==> config.mk <==
export PLATFORM = sky130hd
export DESIGN_NAME = shell_slot_arbiter
export DESIGN_NICKNAME = d
export VERILOG_FILES = /design/src/rtl/shell_slot_arbiter.sv
export SDC_FILE = /design/constraint.sdc
export NUM_CORES = 1
export LEC_CHECK = 0
export CAP_MARGIN = 10
export CORE_MARGIN = 2
export CORE_UTILIZATION = 52
export CTS_CLUSTER_DIAMETER = 100
export DETAILED_ROUTE_END_ITERATION = 6
export PLACE_DENSITY = 0.74
export SYNTH_ARGS = -nofsm -noshare
export SYNTH_HDL_FRONTEND = slang
export SYNTH_SLANG_ARGS = --single-unit
==> constraint.sdc <==
create_clock -name frame_clk -period 5.2 [get_ports frame_clk]
set_input_delay 1.04 -clock frame_clk [delete_from_list [all_inputs] [get_ports frame_clk]]
set_output_delay 1.04 -clock frame_clk [all_outputs]
set_load 0.005 [all_outputs]
==> src/rtl/shell_slot_arbiter.sv <==
// Shell slot pool arbiter for two tanks.
// Grants one launch per frame, tracks shell lifetime, kills and per-tank caps.
module shell_slot_arbiter #(
    parameter int NUM_SLOTS    = 4,
    parameter int SLOT_W       = 2,
    parameter int MAX_PER_TANK = 2,
    parameter int LIFETIME     = 300,
    parameter int COOLDOWN     = 15
) (
    input  logic                 frame_clk,
    input  logic                 Reset,
    input  logic [1:0]           fire_req,
    input  logic [NUM_SLOTS-1:0] slot_kill,
    output logic                 launch_valid,
    output logic [SLOT_W-1:0]    launch_slot,
    output logic                 launch_owner,
    output logic [NUM_SLOTS-1:0] slot_active,
    output logic [NUM_SLOTS-1:0] slot_owner,
    output logic [5:0]           tank_count
);

    localparam logic [2:0] MAX_C  = 3'(MAX_PER_TANK);
    localparam logic [9:0] LIFE_C = 10'(LIFETIME);
    localparam logic [7:0] CD_C   = 8'(COOLDOWN);

    logic [9:0]           life [NUM_SLOTS];
    logic [7:0]           cd   [2];
    logic [1:0]           pending;
    logic [1:0]           fire_req_q;
    logic                 rr;

    logic [1:0]           rise;
    logic [2:0]           cnt     [2];
    logic [2:0]           dec     [2];
    logic [2:0]           cnt_nxt [2];
    logic [1:0]           elig;
    logic [1:0]           g_one;
    logic                 grant;
    logic                 gt;
    logic                 contested;
    logic                 any_free;
    logic [SLOT_W-1:0]    free_idx;
    logic [NUM_SLOTS-1:0] retire;

    // Pick the winner, the free slot and the per-tank count updates.
    always_comb begin
        cnt[0]   = tank_count[2:0];
        cnt[1]   = tank_count[5:3];
        rise     = fire_req & ~fire_req_q;
        any_free = |(~slot_active);
        free_idx = '0;
        for (int i = NUM_SLOTS - 1; i >= 0; i--) begin
            if (!slot_active[i]) begin
                free_idx = SLOT_W'(i);
            end
        end
        for (int t = 0; t < 2; t++) begin
            elig[t] = pending[t] & (cnt[t] < MAX_C) & any_free;
        end
        contested = &elig;
        grant     = |elig;
        gt        = contested ? rr : elig[1];
        g_one[0]  = grant & ~gt;
        g_one[1]  = grant & gt;
        dec[0]    = '0;
        dec[1]    = '0;
        for (int i = 0; i < NUM_SLOTS; i++) begin
            retire[i] = slot_active[i] & (slot_kill[i] | (life[i] == 10'd1));
            if (retire[i]) begin
                dec[slot_owner[i]] = dec[slot_owner[i]] + 3'd1;
            end
        end
        for (int t = 0; t < 2; t++) begin
            cnt_nxt[t] = cnt[t] + {2'b00, g_one[t]} - dec[t];
        end
    end

    // Slot pool, per-tank request/cooldown state and launch strobe.
    always_ff @(posedge frame_clk) begin
        if (Reset) begin
            slot_active  <= '0;
            slot_owner   <= '0;
            pending      <= '0;
            fire_req_q   <= '0;
            tank_count   <= '0;
            launch_valid <= 1'b0;
            launch_slot  <= '0;
            launch_owner <= 1'b0;
            rr           <= 1'b0;
            for (int i = 0; i < NUM_SLOTS; i++) begin
                life[i] <= '0;
            end
            for (int t = 0; t < 2; t++) begin
                cd[t] <= '0;
            end
        end else begin
            fire_req_q   <= fire_req;
            launch_valid <= grant;
            tank_count   <= {cnt_nxt[1], cnt_nxt[0]};
            if (contested) begin
                rr <= ~rr;
            end
            if (grant) begin
                launch_slot  <= free_idx;
                launch_owner <= gt;
            end
            for (int i = 0; i < NUM_SLOTS; i++) begin
                if (retire[i]) begin
                    slot_active[i] <= 1'b0;
                    life[i]        <= '0;
                end else if (slot_active[i]) begin
                    life[i] <= life[i] - 10'd1;
                end
            end
            if (grant) begin
                slot_active[free_idx] <= 1'b1;
                slot_owner[free_idx]  <= gt;
                life[free_idx]        <= LIFE_C;
            end
            for (int t = 0; t < 2; t++) begin
                if (g_one[t]) begin
                    cd[t]      <= CD_C;
                    pending[t] <= 1'b0;
                end else begin
                    if (cd[t] != '0) begin
                        cd[t] <= cd[t] - 8'd1;
                    end
                    if (rise[t] && cd[t] == '0 && cnt[t] < MAX_C
                        && !pending[t]) begin
                        pending[t] <= 1'b1;
                    end
                end
            end
        end
    end

endmodule

==> out/metrics.sh, run 1 <==
CTS.CLK_SLEW.WORST_PATHS_NS=0.08
NUMBER_OF_NETS_PRODUCED_BY_SYNTHESIS=538
SHARE_OF_SYNTHESIZED_FLIP_FLOPS_WITH_AN_ASYNCHRONOUS_SET_OR_RESET=0
SYNTH_ENABLE_FLOP_CELLS=16
CTS_BUFFERS=9
GP_CONGESTION=0.794
TRITONCTS_NUM_SINKS=79
CTS.REPAIR.RESIZED=0
SYN_INST=508
MOST_NUMEROUS_CELL_IN_THE_YOSYS_NETLIST='sky130_fd_sc_hd__nor2_1'
CTS.HTREE.LEVELS=3
FINAL_NET_COUNT=559
POST_ROUTE_CELLS_DRIVE_ABOVE_1_SHARE=0.0730
GRT-OVFL-TOTAL=0
CRITICAL_PATH_ARRIVAL_NS=5.14
DIE_Y_UM=96.1
GR-USAGE-ALL-LAYERS=0.216
SYN_TO_FINAL_GROWTH_PCT=12.2
TIMING.CRITICAL_PATH.TO_TYPE='register'
CORE.ROWCOUNT=33
MAX-CAP-VIOLATIONS=0
FINAL_CRITICAL_PATH_SHARE_OF_THE_CLOCK_PERIOD=0.946
DETAILEDPLACEMENTHPWL_UM=6840
SYN-MEAN-INSTANCE-AREA_UM2=8.68
VDD.IR_DROP.WORST_mV=0.155
FINAL-MAX-SLEW-VIOLATION-COUNT=0
INSERTEDDIODECOUNT=0
CRITPATHMAXFANOUT=5
ROUTEDWLPERCELL_UM=14.6
SYNTH.AREA.TOP_CELLS='sky130_fd_sc_hd__dfxtp_1 (29%), sky130_fd_sc_hd__edfxtp_1 (11%), sky130_fd_sc_hd__nor2_1 (6.4%)'
FINALWIRELENGTH_UM=9330
START_UTIL=0.537
SYNTH-SEQ-CELLS=79
DRTANTENNAVIOLNETS=0
CTS_TREE='yes'
SETUP_SLACK_NS=0.282
PRE_CTS_WS_NS=-0.106
CTS.HOLD.BUFFERS_ADDED=0
IOS=26
FINALCRITICALPERIOD_NS=4.92
TIMING_WORST_SLEW_PIN_VALUE_NS=1.12
FMAX_GHz=0.203
P_LEAK_uW=0.00193
SYNTH_CELL_TYPES=64
POST_CTS_BUFFERS=0
WORST_HOLD_STAGES=1
OUTCOME='finished clean'
VIAS=3781
LAYOUTNONFILLERINSTCOUNT=639
GRT_PASS1_WL_UM=15700
CTS_ROOT_BUF='sky130_fd_sc_hd__clkbuf_8'
NETLIST.TOP_CELL.BY_AREA='sky130_fd_sc_hd__dfxtp_1'
CRITPATHKIND='input port to register'
WORSTPATHREQUIRED_NS=5.42
PLACE_INST=623
MAXSLEWHEADROOM=0.247
SYNTHTOPCELLSBYCOUNT='sky130_fd_sc_hd__nor2_1 (75), sky130_fd_sc_hd__dfxtp_1 (63), sky130_fd_sc_hd__a21oi_1 (41)'
DRT-VIAS-PER-INSTANCE=5.92
CLOCK_TREE.BUFFER_DEPTH=2
CORE_AREA_UM2=8220
FINALHOLDVIOLATIONS=0
WORST_R2R_PATH_DEPTH=22
DIEWIDTH_UM=96.1
CLOCK_INSERTION_DELAY_WORST_SKEW_NS=0.35
POWERDENSITY_nW_PER_UM2=386
DESIGN.DIE.AREA_UM2=9230
COUNT_OF_FINAL_SETUP_VIOLATORS=0
DRC=0
DRT_FIRST_PASS_ITERS=5
GRT_ANTENNA_BEFORE_REPAIR=0
YOSYS_MOST_USED_DFF='sky130_fd_sc_hd__dfxtp_1'
FINCLKSKEW_NS=0.00715
SYNTHDOMINANTCELLAREASHARE=0.286
LARGEST_NET_DEGREE_AT_THE_START_OF_GLOBAL_ROUTING=29
DRT_ITER0_MARKERS=219
SYNTH_AREA_UM2=4410
SYNTH_SEQUENTIAL_AREA_RATIO=0.395
SETUP.WORST_PATH.START_CLASS='input port'
WORST_HOLD_PATH_TYPE='register to register'
GRT_PASS1_VIAS=3476
YOSYS_WARNINGS=0
GRT_SETUP_UNREPAIRED='no'
BUFFER_PORTS.INSERTED=25
## worst max-delay path, cell delays in order
cell,delay [ns]
sky130_fd_sc_hd__clkdlybuf4s50_1,0.41
sky130_fd_sc_hd__a31oi_1,0.34
sky130_fd_sc_hd__nor2_1,0.15
sky130_fd_sc_hd__xnor2_1,0.23
sky130_fd_sc_hd__mux2i_1,0.11
sky130_fd_sc_hd__ha_1,0.32
sky130_fd_sc_hd__and3_1,0.17
sky130_fd_sc_hd__a31oi_1,0.22
sky130_fd_sc_hd__mux2i_1,0.13
sky130_fd_sc_hd__ha_1,0.29
sky130_fd_sc_hd__inv_1,0.05
sky130_fd_sc_hd__mux2_4,0.26
sky130_fd_sc_hd__ha_1,0.27
sky130_fd_sc_hd__inv_1,0.05
sky130_fd_sc_hd__fa_1,0.43
sky130_fd_sc_hd__xnor2_1,0.18
sky130_fd_sc_hd__xnor2_1,0.16
sky130_fd_sc_hd__xnor2_1,0.15
sky130_fd_sc_hd__xnor2_1,0.13
sky130_fd_sc_hd__nor2_1,0.05
## metal layers
layer	vias to the layer above	track usage	wire [µm]
li1	1880	-	-
met1	1814	0.275	4340
met2	78	0.365	4530
met3	9	0.0501	358
met4	0	0.0583	102
met5	-	0	0
## registers in the layout, indices dropped and copies added, names as in the netlist
name          cells
rr                1
launch_owner      1
slot_active       4
life             40
tank_count        6
pending           2
slot_owner        4
cd               16
launch_slot       2
launch_valid      1
fire_req_q        2
## cell usage in the layout, fill, tap and decap left out, types with 6 or more instances in the layout
cell type | synthesis | final
sky130_fd_sc_hd__nor2_1 | 75 | 75
sky130_fd_sc_hd__dfxtp_1 | 63 | 63
sky130_fd_sc_hd__a21oi_1 | 41 | 41
sky130_fd_sc_hd__nand2_1 | 34 | 34
sky130_fd_sc_hd__clkdlybuf4s50_1 | 0 | 25
sky130_fd_sc_hd__o21ai_0 | 24 | 24
sky130_fd_sc_hd__inv_1 | 23 | 23
sky130_fd_sc_hd__nor3_1 | 23 | 23
sky130_fd_sc_hd__ha_1 | 20 | 20
sky130_fd_sc_hd__xnor2_1 | 18 | 18
sky130_fd_sc_hd__edfxtp_1 | 16 | 16
sky130_fd_sc_hd__nor4_1 | 10 | 10
sky130_fd_sc_hd__xor2_1 | 9 | 9
sky130_fd_sc_hd__clkbuf_8 | 0 | 9
sky130_fd_sc_hd__nand3_1 | 8 | 8
sky130_fd_sc_hd__a311oi_1 | 8 | 8
sky130_fd_sc_hd__nand2b_1 | 8 | 8
sky130_fd_sc_hd__or3_1 | 7 | 7
sky130_fd_sc_hd__nor2b_1 | 6 | 6
sky130_fd_sc_hd__or2_2 | 6 | 6
sky130_fd_sc_hd__nor4b_1 | 6 | 6
sky130_fd_sc_hd__nor3b_1 | 6 | 6
## worst paths after layout
path,slack [ns],end,from
min reg2reg,0.49,life[3][9],life[3][9]
max reg2reg,0.58,tank_count[5],life[1][1]
min,0.49,life[3][9],life[3][9]
max,0.28,tank_count[5],slot_kill[1]
## layout make-up
class,count,area (µm²)
Timing Repair Buffer,29,280
Clock buffer,10,128
Clock inverter,6,92.6
Tap cell,105,131
Multi-Input combinational cell,387,2490
Fill cell,707,3270
Inverter,23,86.3
Sequential cell,79,1740
## power by group
part | switching [µW] | internal (µW)
clock network | 231 | 274
logic | 282 | 250
registers | 118 | 757
total | 631 | 1280
## kinds of logic (layout without fill, tap and decap cells)
logic type,after synthesis,after routing,synth area share
AOI/OAI and AO/OA,116,116,0.170
xor gates and xnor gates,27,27,0.0536
adders and majority gates,22,22,0.0658
buffers and inverters,42,68,0.0408
DFF,79,79,0.395
muxes,6,6,0.0150
and+or+nand+nor,216,216,0.260
## metrics by stage
step	total power, µW	setup TNS [ns]	area (µm²)	utilization	hold WS, ns
floorplan	1270	0	4410	-	0.441
global placement	1390	0	4730	0.575	0.463
detailed placement	1420	-0.106	4730	0.575	0.474
CTS	1930	0	4950	0.602	0.490
global route	2040	0	4950	0.602	0.511
finish	1910	0	4950	0.602	0.486
No activity file was read; power rests on OpenSTA's default activity.
==> inputs of run 2 (changes only) <==
--- a/config.mk
+++ b/config.mk
@@ -5,12 +5,13 @@
 export SDC_FILE = /design/constraint.sdc
 export NUM_CORES = 1
 export LEC_CHECK = 0
-export CAP_MARGIN = 10
+export CAP_MARGIN = 0
 export CORE_MARGIN = 2
 export CORE_UTILIZATION = 52
 export CTS_CLUSTER_DIAMETER = 100
 export DETAILED_ROUTE_END_ITERATION = 6
 export PLACE_DENSITY = 0.74
+export SKIP_CTS_REPAIR_TIMING = 1
 export SYNTH_ARGS = -nofsm -noshare
 export SYNTH_HDL_FRONTEND = slang
 export SYNTH_SLANG_ARGS = --single-unit
==> results of run 2 <==
The final DEF is identical to that of run 1; final timing and power are the same.
==> inputs of run 3 (changes only) <==
==> constraint.sdc (replaced) <==
create_clock -name frame_clk -period 5.2 [get_ports frame_clk]
set_input_delay 1.04 -clock frame_clk [delete_from_list [all_inputs] [get_ports frame_clk]]
set_output_delay 1.04 -clock frame_clk [all_outputs]
set_load 0.02 [all_outputs]
==> results of run 3 <==
Same layout as run 1 (identical final DEF). Status: finished clean.
Main changes from that run: total power 1910 µW -> 1930 µW
==> variant 1, RTL diff (settings of run 1) <==
Change the parameter `SLOT_W` from 2 to 3.
--- a/src/rtl/shell_slot_arbiter.sv
+++ b/src/rtl/shell_slot_arbiter.sv
@@ -2,7 +2,7 @@
 // Grants one launch per frame, tracks shell lifetime, kills and per-tank caps.
 module shell_slot_arbiter #(
     parameter int NUM_SLOTS    = 4,
-    parameter int SLOT_W       = 2,
+    parameter int SLOT_W       = 3,
     parameter int MAX_PER_TANK = 2,
     parameter int LIFETIME     = 300,
     parameter int COOLDOWN     = 15
Ports: changed (resized launch_slot); port bits go from 26 to 27. The function was not compared with the original's and may differ.
==> variant 1 against run 1 <==
  * Non-clock buffer count did not move
  * Routed wire length fell by 1.3%
  * Total power fell by 2.5%
  * Sequential cell count did not move
  * Synthesized cell count rose by 0.79%
  * Synthesized area rose by 0.31%
  * Design area rose by 0.15%
  * Worst setup slack improved by 0.10 ns
  * Fmax rose by 2.2%
  * Critical endpoint unchanged
  * Largest cell class unchanged
  * Largest power group unchanged
==> variant 1: results (changes against run 1) <==
metric;value;unit;change
swShare;32.58;%;-0.42 points
dp_slack;0.006990;ns;+0.1125 ns
layout-drive-gt1-share;7.116;%;-0.19 points
leakage;1.962;nW;+1.8%
synth_common_cells;nor2_1, dfxtp_1, a21oi_1;;
antenna_found_initial;0;;unchanged
vias;3622;;-4.2%
intPower;1.257;mW;-1.9%
max_stage_delay;0.48;ns;+0.05 ns
numCtsBuffers;9;;unchanged
status;complete, no violations;;
clock_skew;0.01351;ns;+0.006367 ns
async_flop_share;0;%;unchanged
clockBufferDepth;2;;unchanged
grt_pass1_vias;3358;;-3.4%
fillers;713;;+0.85%
ir_drop;163.0;µV;+5.2%
hpwl;6621;µm;-3.1%
drt_iter0_drc;140;;-36%
min_from;life[0][9];;
met2_usage;35.24;%;-1.3 points
slowest_stage;clkdlybuf4s50_1;;
clock_net_power;506;µW;about the same
syn_avg_cell_area;8.641;µm²;-0.47%
dr.pass1.iters;4;;-1
num-nets-final;559;;unchanged
grt_max_degree;27;;-6.9%
synth_nets;542;;+0.74%
grt_util_all_layers;21.36;%;-0.20 points
hold_slack;0.4739;ns;-0.01174 ns
grt_use_met3;3.837;%;-1.2 points
crit_arrival;5.03;ns;-0.11 ns
cp_max_fo;4;;-1
ff2ff_path_depth;20;;-9.1%
synthTopCellsByArea;dfxtp_1, edfxtp_1, nor2_1;;
p_comb;515;µW;-3%
ys_seq_area_share;39.37;%;-0.12 points
grt_pass1_wl;15610;µm;-0.66%
wl;9209;µm;-1.3%
holdPathStages;1;;unchanged
htreeDepth;3;;unchanged
worstSkewPairLatency;0.35;ns;about the same
final.period_utilization;92.57;%;-2.0 points
vias_per_cell;5.668;;-4.2%
crit_path_start;slot_kill[0];;
clk_pin_slew;0.09;ns;
rrSetupSlack;0.60;ns;+0.02 ns
finalWeightedCongestion;0.8579;;+8.0%
reg2reg_from;life[1][5];;
max_slew_margin;38.22;%;+14 points
synth_edf_count;16;;unchanged
use_met1;28.54;%;+1.0 points
placed_area;4735;µm²;+0.13%
hold_path.class;flip-flop to flip-flop;;
postCtsSetupBuffers;0;;unchanged
min_to;life[0][9];;
[variant 1: cell families (layout without fill, tap and decap cells)]
group                    Yosys count  count (layout)  share of synthesized area, %
AO/OA/AOI/OAI                    119             119                         17.79
XOR/XNOR                          29              29                         5.911
adder cells (fa/ha/maj)           22              22                         6.561
buffers and inverters             47              69                         4.327
flip-flops                        79              79                         39.37
multiplexers                       7               7                         1.612
other                              1               1                       0.08476
AND/OR/NAND/NOR                  208             208                         24.35
[variant 1: final cells by class]
type | count | area share, %
multi-input cells | 386 | 50.27
clock buffers | 9 | 2.499
clock inverters | 7 | 1.969
flip-flops and latches | 79 | 35.14
well taps | 105 | 2.651
repair buffers | 29 | 5.655
inverters | 24 | 1.818
[variant 1: metal layers]
metal,wire length [µm],up-vias
li1,-,1856
met1,4494,1721
met2,4406,39
met3,228,6
met4,79,0
met5,0,-
==> variant 2, RTL diff (settings of run 1) <==
Made on the original files. Add an input register stage for `fire_req` and `slot_kill`, without a reset; this delays them by one clock.
--- a/src/rtl/shell_slot_arbiter.sv
+++ b/src/rtl/shell_slot_arbiter.sv
@@ -23,6 +23,14 @@
     localparam logic [9:0] LIFE_C = 10'(LIFETIME);
     localparam logic [7:0] CD_C   = 8'(COOLDOWN);
 
+    logic [1:0] fire_req_r;
+    logic [NUM_SLOTS-1:0] slot_kill_q;
+
+    always_ff @(posedge frame_clk) begin
+        fire_req_r  <= fire_req;
+        slot_kill_q <= slot_kill;
+    end
+
     logic [9:0]           life [NUM_SLOTS];
     logic [7:0]           cd   [2];
     logic [1:0]           pending;
@@ -46,7 +54,7 @@
     always_comb begin
         cnt[0]   = tank_count[2:0];
         cnt[1]   = tank_count[5:3];
-        rise     = fire_req & ~fire_req_q;
+        rise     = fire_req_r & ~fire_req_q;
         any_free = |(~slot_active);
         free_idx = '0;
         for (int i = NUM_SLOTS - 1; i >= 0; i--) begin
@@ -65,7 +73,7 @@
         dec[0]    = '0;
         dec[1]    = '0;
         for (int i = 0; i < NUM_SLOTS; i++) begin
-            retire[i] = slot_active[i] & (slot_kill[i] | (life[i] == 10'd1));
+            retire[i] = slot_active[i] & (slot_kill_q[i] | (life[i] == 10'd1));
             if (retire[i]) begin
                 dec[slot_owner[i]] = dec[slot_owner[i]] + 3'd1;
             end
@@ -94,7 +102,7 @@
                 cd[t] <= '0;
             end
         end else begin
-            fire_req_q   <= fire_req;
+            fire_req_q   <= fire_req_r;
             launch_valid <= grant;
             tank_count   <= {cnt_nxt[1], cnt_nxt[0]};
             if (contested) begin
Check against the original RTL: not equivalent (a bounded check fails within 4 cycles, from zero or initial values and one cycle with Reset high).
==> variant 2 against run 1 <==
  * Clock power is 17% lower
  * Final cell count is 1.1% higher
  * Routed wire length is 2.9% lower
  * Synthesized area is 1.9% higher
  * Design area is 0.78% higher
  * Global-route usage is 1.4 points lower
  * Worst setup slack better by 0.16 ns
  * Sequential cell count is 6 higher
  * Total power is 5.8% lower
  * Critical path type is now flip-flop to flip-flop
==> variant 2: results (changes against run 1) <==
metric;value;unit;change
status;complete, no violations;;
ir_drop;186.2;µV;+20%
clockPowerShare;23.4;%;-3.0 points
layout-drive-gt1-share;6.654;%;-0.65 points
drt_iter0_drc;172;;-21%
postCtsSetupBuffers;0;;unchanged
synth.distinct_cells;61;;-4.7%
p_comb;493;µW;-7.3%
p_sw;605.8;µW;-4.0%
grt_pass1_wl;15870;µm;+0.97%
fillers;712;;+0.71%
grt_use_met3;4.046;%;-0.97 points
clk_pin_slew;0.08;ns;about the same
cp_max_fo;6;;+1
overflow;0;;unchanged
worst_slew_pin_slew;0.9398;ns;-0.1818 ns
finalWeightedCongestion;0.8928;;+12%
ys_seq_area_share;41.43;%;+1.9 points
htreeDepth;3;;unchanged
hpwl;6480;µm;-5.2%
drt-wirelength-per-cell;14.04;µm;-3.9%
numCtsBuffers;9;;unchanged
vias_per_cell;5.810;;-1.8%
slowest_stage;dfxtp_1;;
hold_path.class;flip-flop to flip-flop;;
met2_usage;32.26;%;-4.3 points
num-nets-final;566;;+1.3%
grt_util_all_layers;20.16;%;-1.4 points
synth_nets;547;;+1.7%
grt_pass1_vias;3478;;+0.058%
crit_arrival;4.98;ns;-0.16 ns
leakage;1.978;nW;+2.6%
diodes;0;;unchanged
dp_slack;0.4784;ns;+0.5839 ns
synthTopCellsByArea;dfxtp_1, edfxtp_1, nor2_1;;
clock_skew;0.01095;ns;+0.003806 ns
synth_common_cells;nor2_1, dfxtp_1, nand2_1;;
use_met1;26.49;%;-1.0 points
dr.pass1.iters;4;;-1
synth_edf_count;16;;unchanged
[variant 2: worst paths after layout]
kind	startpoint	to	slack, ns	depth (start not counted)
hold / removal	life[2][9]	life[2][9]	0.47	1
setup reg to reg	life[1][0]	tank_count[5]	0.44	21
setup / recovery	life[1][0]	tank_count[5]	0.44	21
hold reg to reg	life[2][9]	life[2][9]	0.47	1
[variant 2: metal layers]
layer,wire length [µm],vias to the layer above
met5,0,-
li1,-,1885
met4,179,0
met3,417,14
met1,4298,1752
met2,4171,102
[variant 2: metrics by stage]
| step | instances | cell area, µm² | hold slack, ns | power, mW | util [%] |
|---|---|---|---|---|---|
| finish | 646 | 4987 | 0.4684 | 1.802 | 60.09 |
| detailed placement | 630 | 4805 | 0.4503 | 1.391 | 57.89 |
| global placement | 630 | 4805 | 0.4451 | 1.374 | 57.89 |
| floorplan | 517 | 4494 | 0.4267 | 1.266 | - |
| global route | 646 | 4987 | 0.4951 | 1.929 | 60.09 |
| CTS | 646 | 4980 | 0.4727 | 1.815 | 60.00 |
[variant 2: final cells by class]
type | count | area share, %
Inverter | 24 | 1.806
Sequential cell | 85 | 37.33
Multi-Input combinational cell | 389 | 49.40
Clock buffer | 9 | 2.484
Tap cell | 105 | 2.634
Clock inverter | 7 | 1.029
Timing Repair Buffer | 27 | 5.319
[variant 2: logic make-up (layout without fill, tap and decap cells)]
| logic type | Yosys count | after routing | share of synthesized area, % |
|---|---|---|---|
| AO/OA/AOI/OAI | 114 | 114 | 16.04 |
| XOR/XNOR | 29 | 29 | 5.652 |
| adder cells (fa/ha/maj) | 22 | 22 | 6.459 |
| buffers and inverters | 43 | 67 | 3.926 |
| flip-flops | 85 | 85 | 41.43 |
| multiplexers | 8 | 8 | 1.837 |
| AND/OR/NAND/NOR | 216 | 216 | 24.67 |
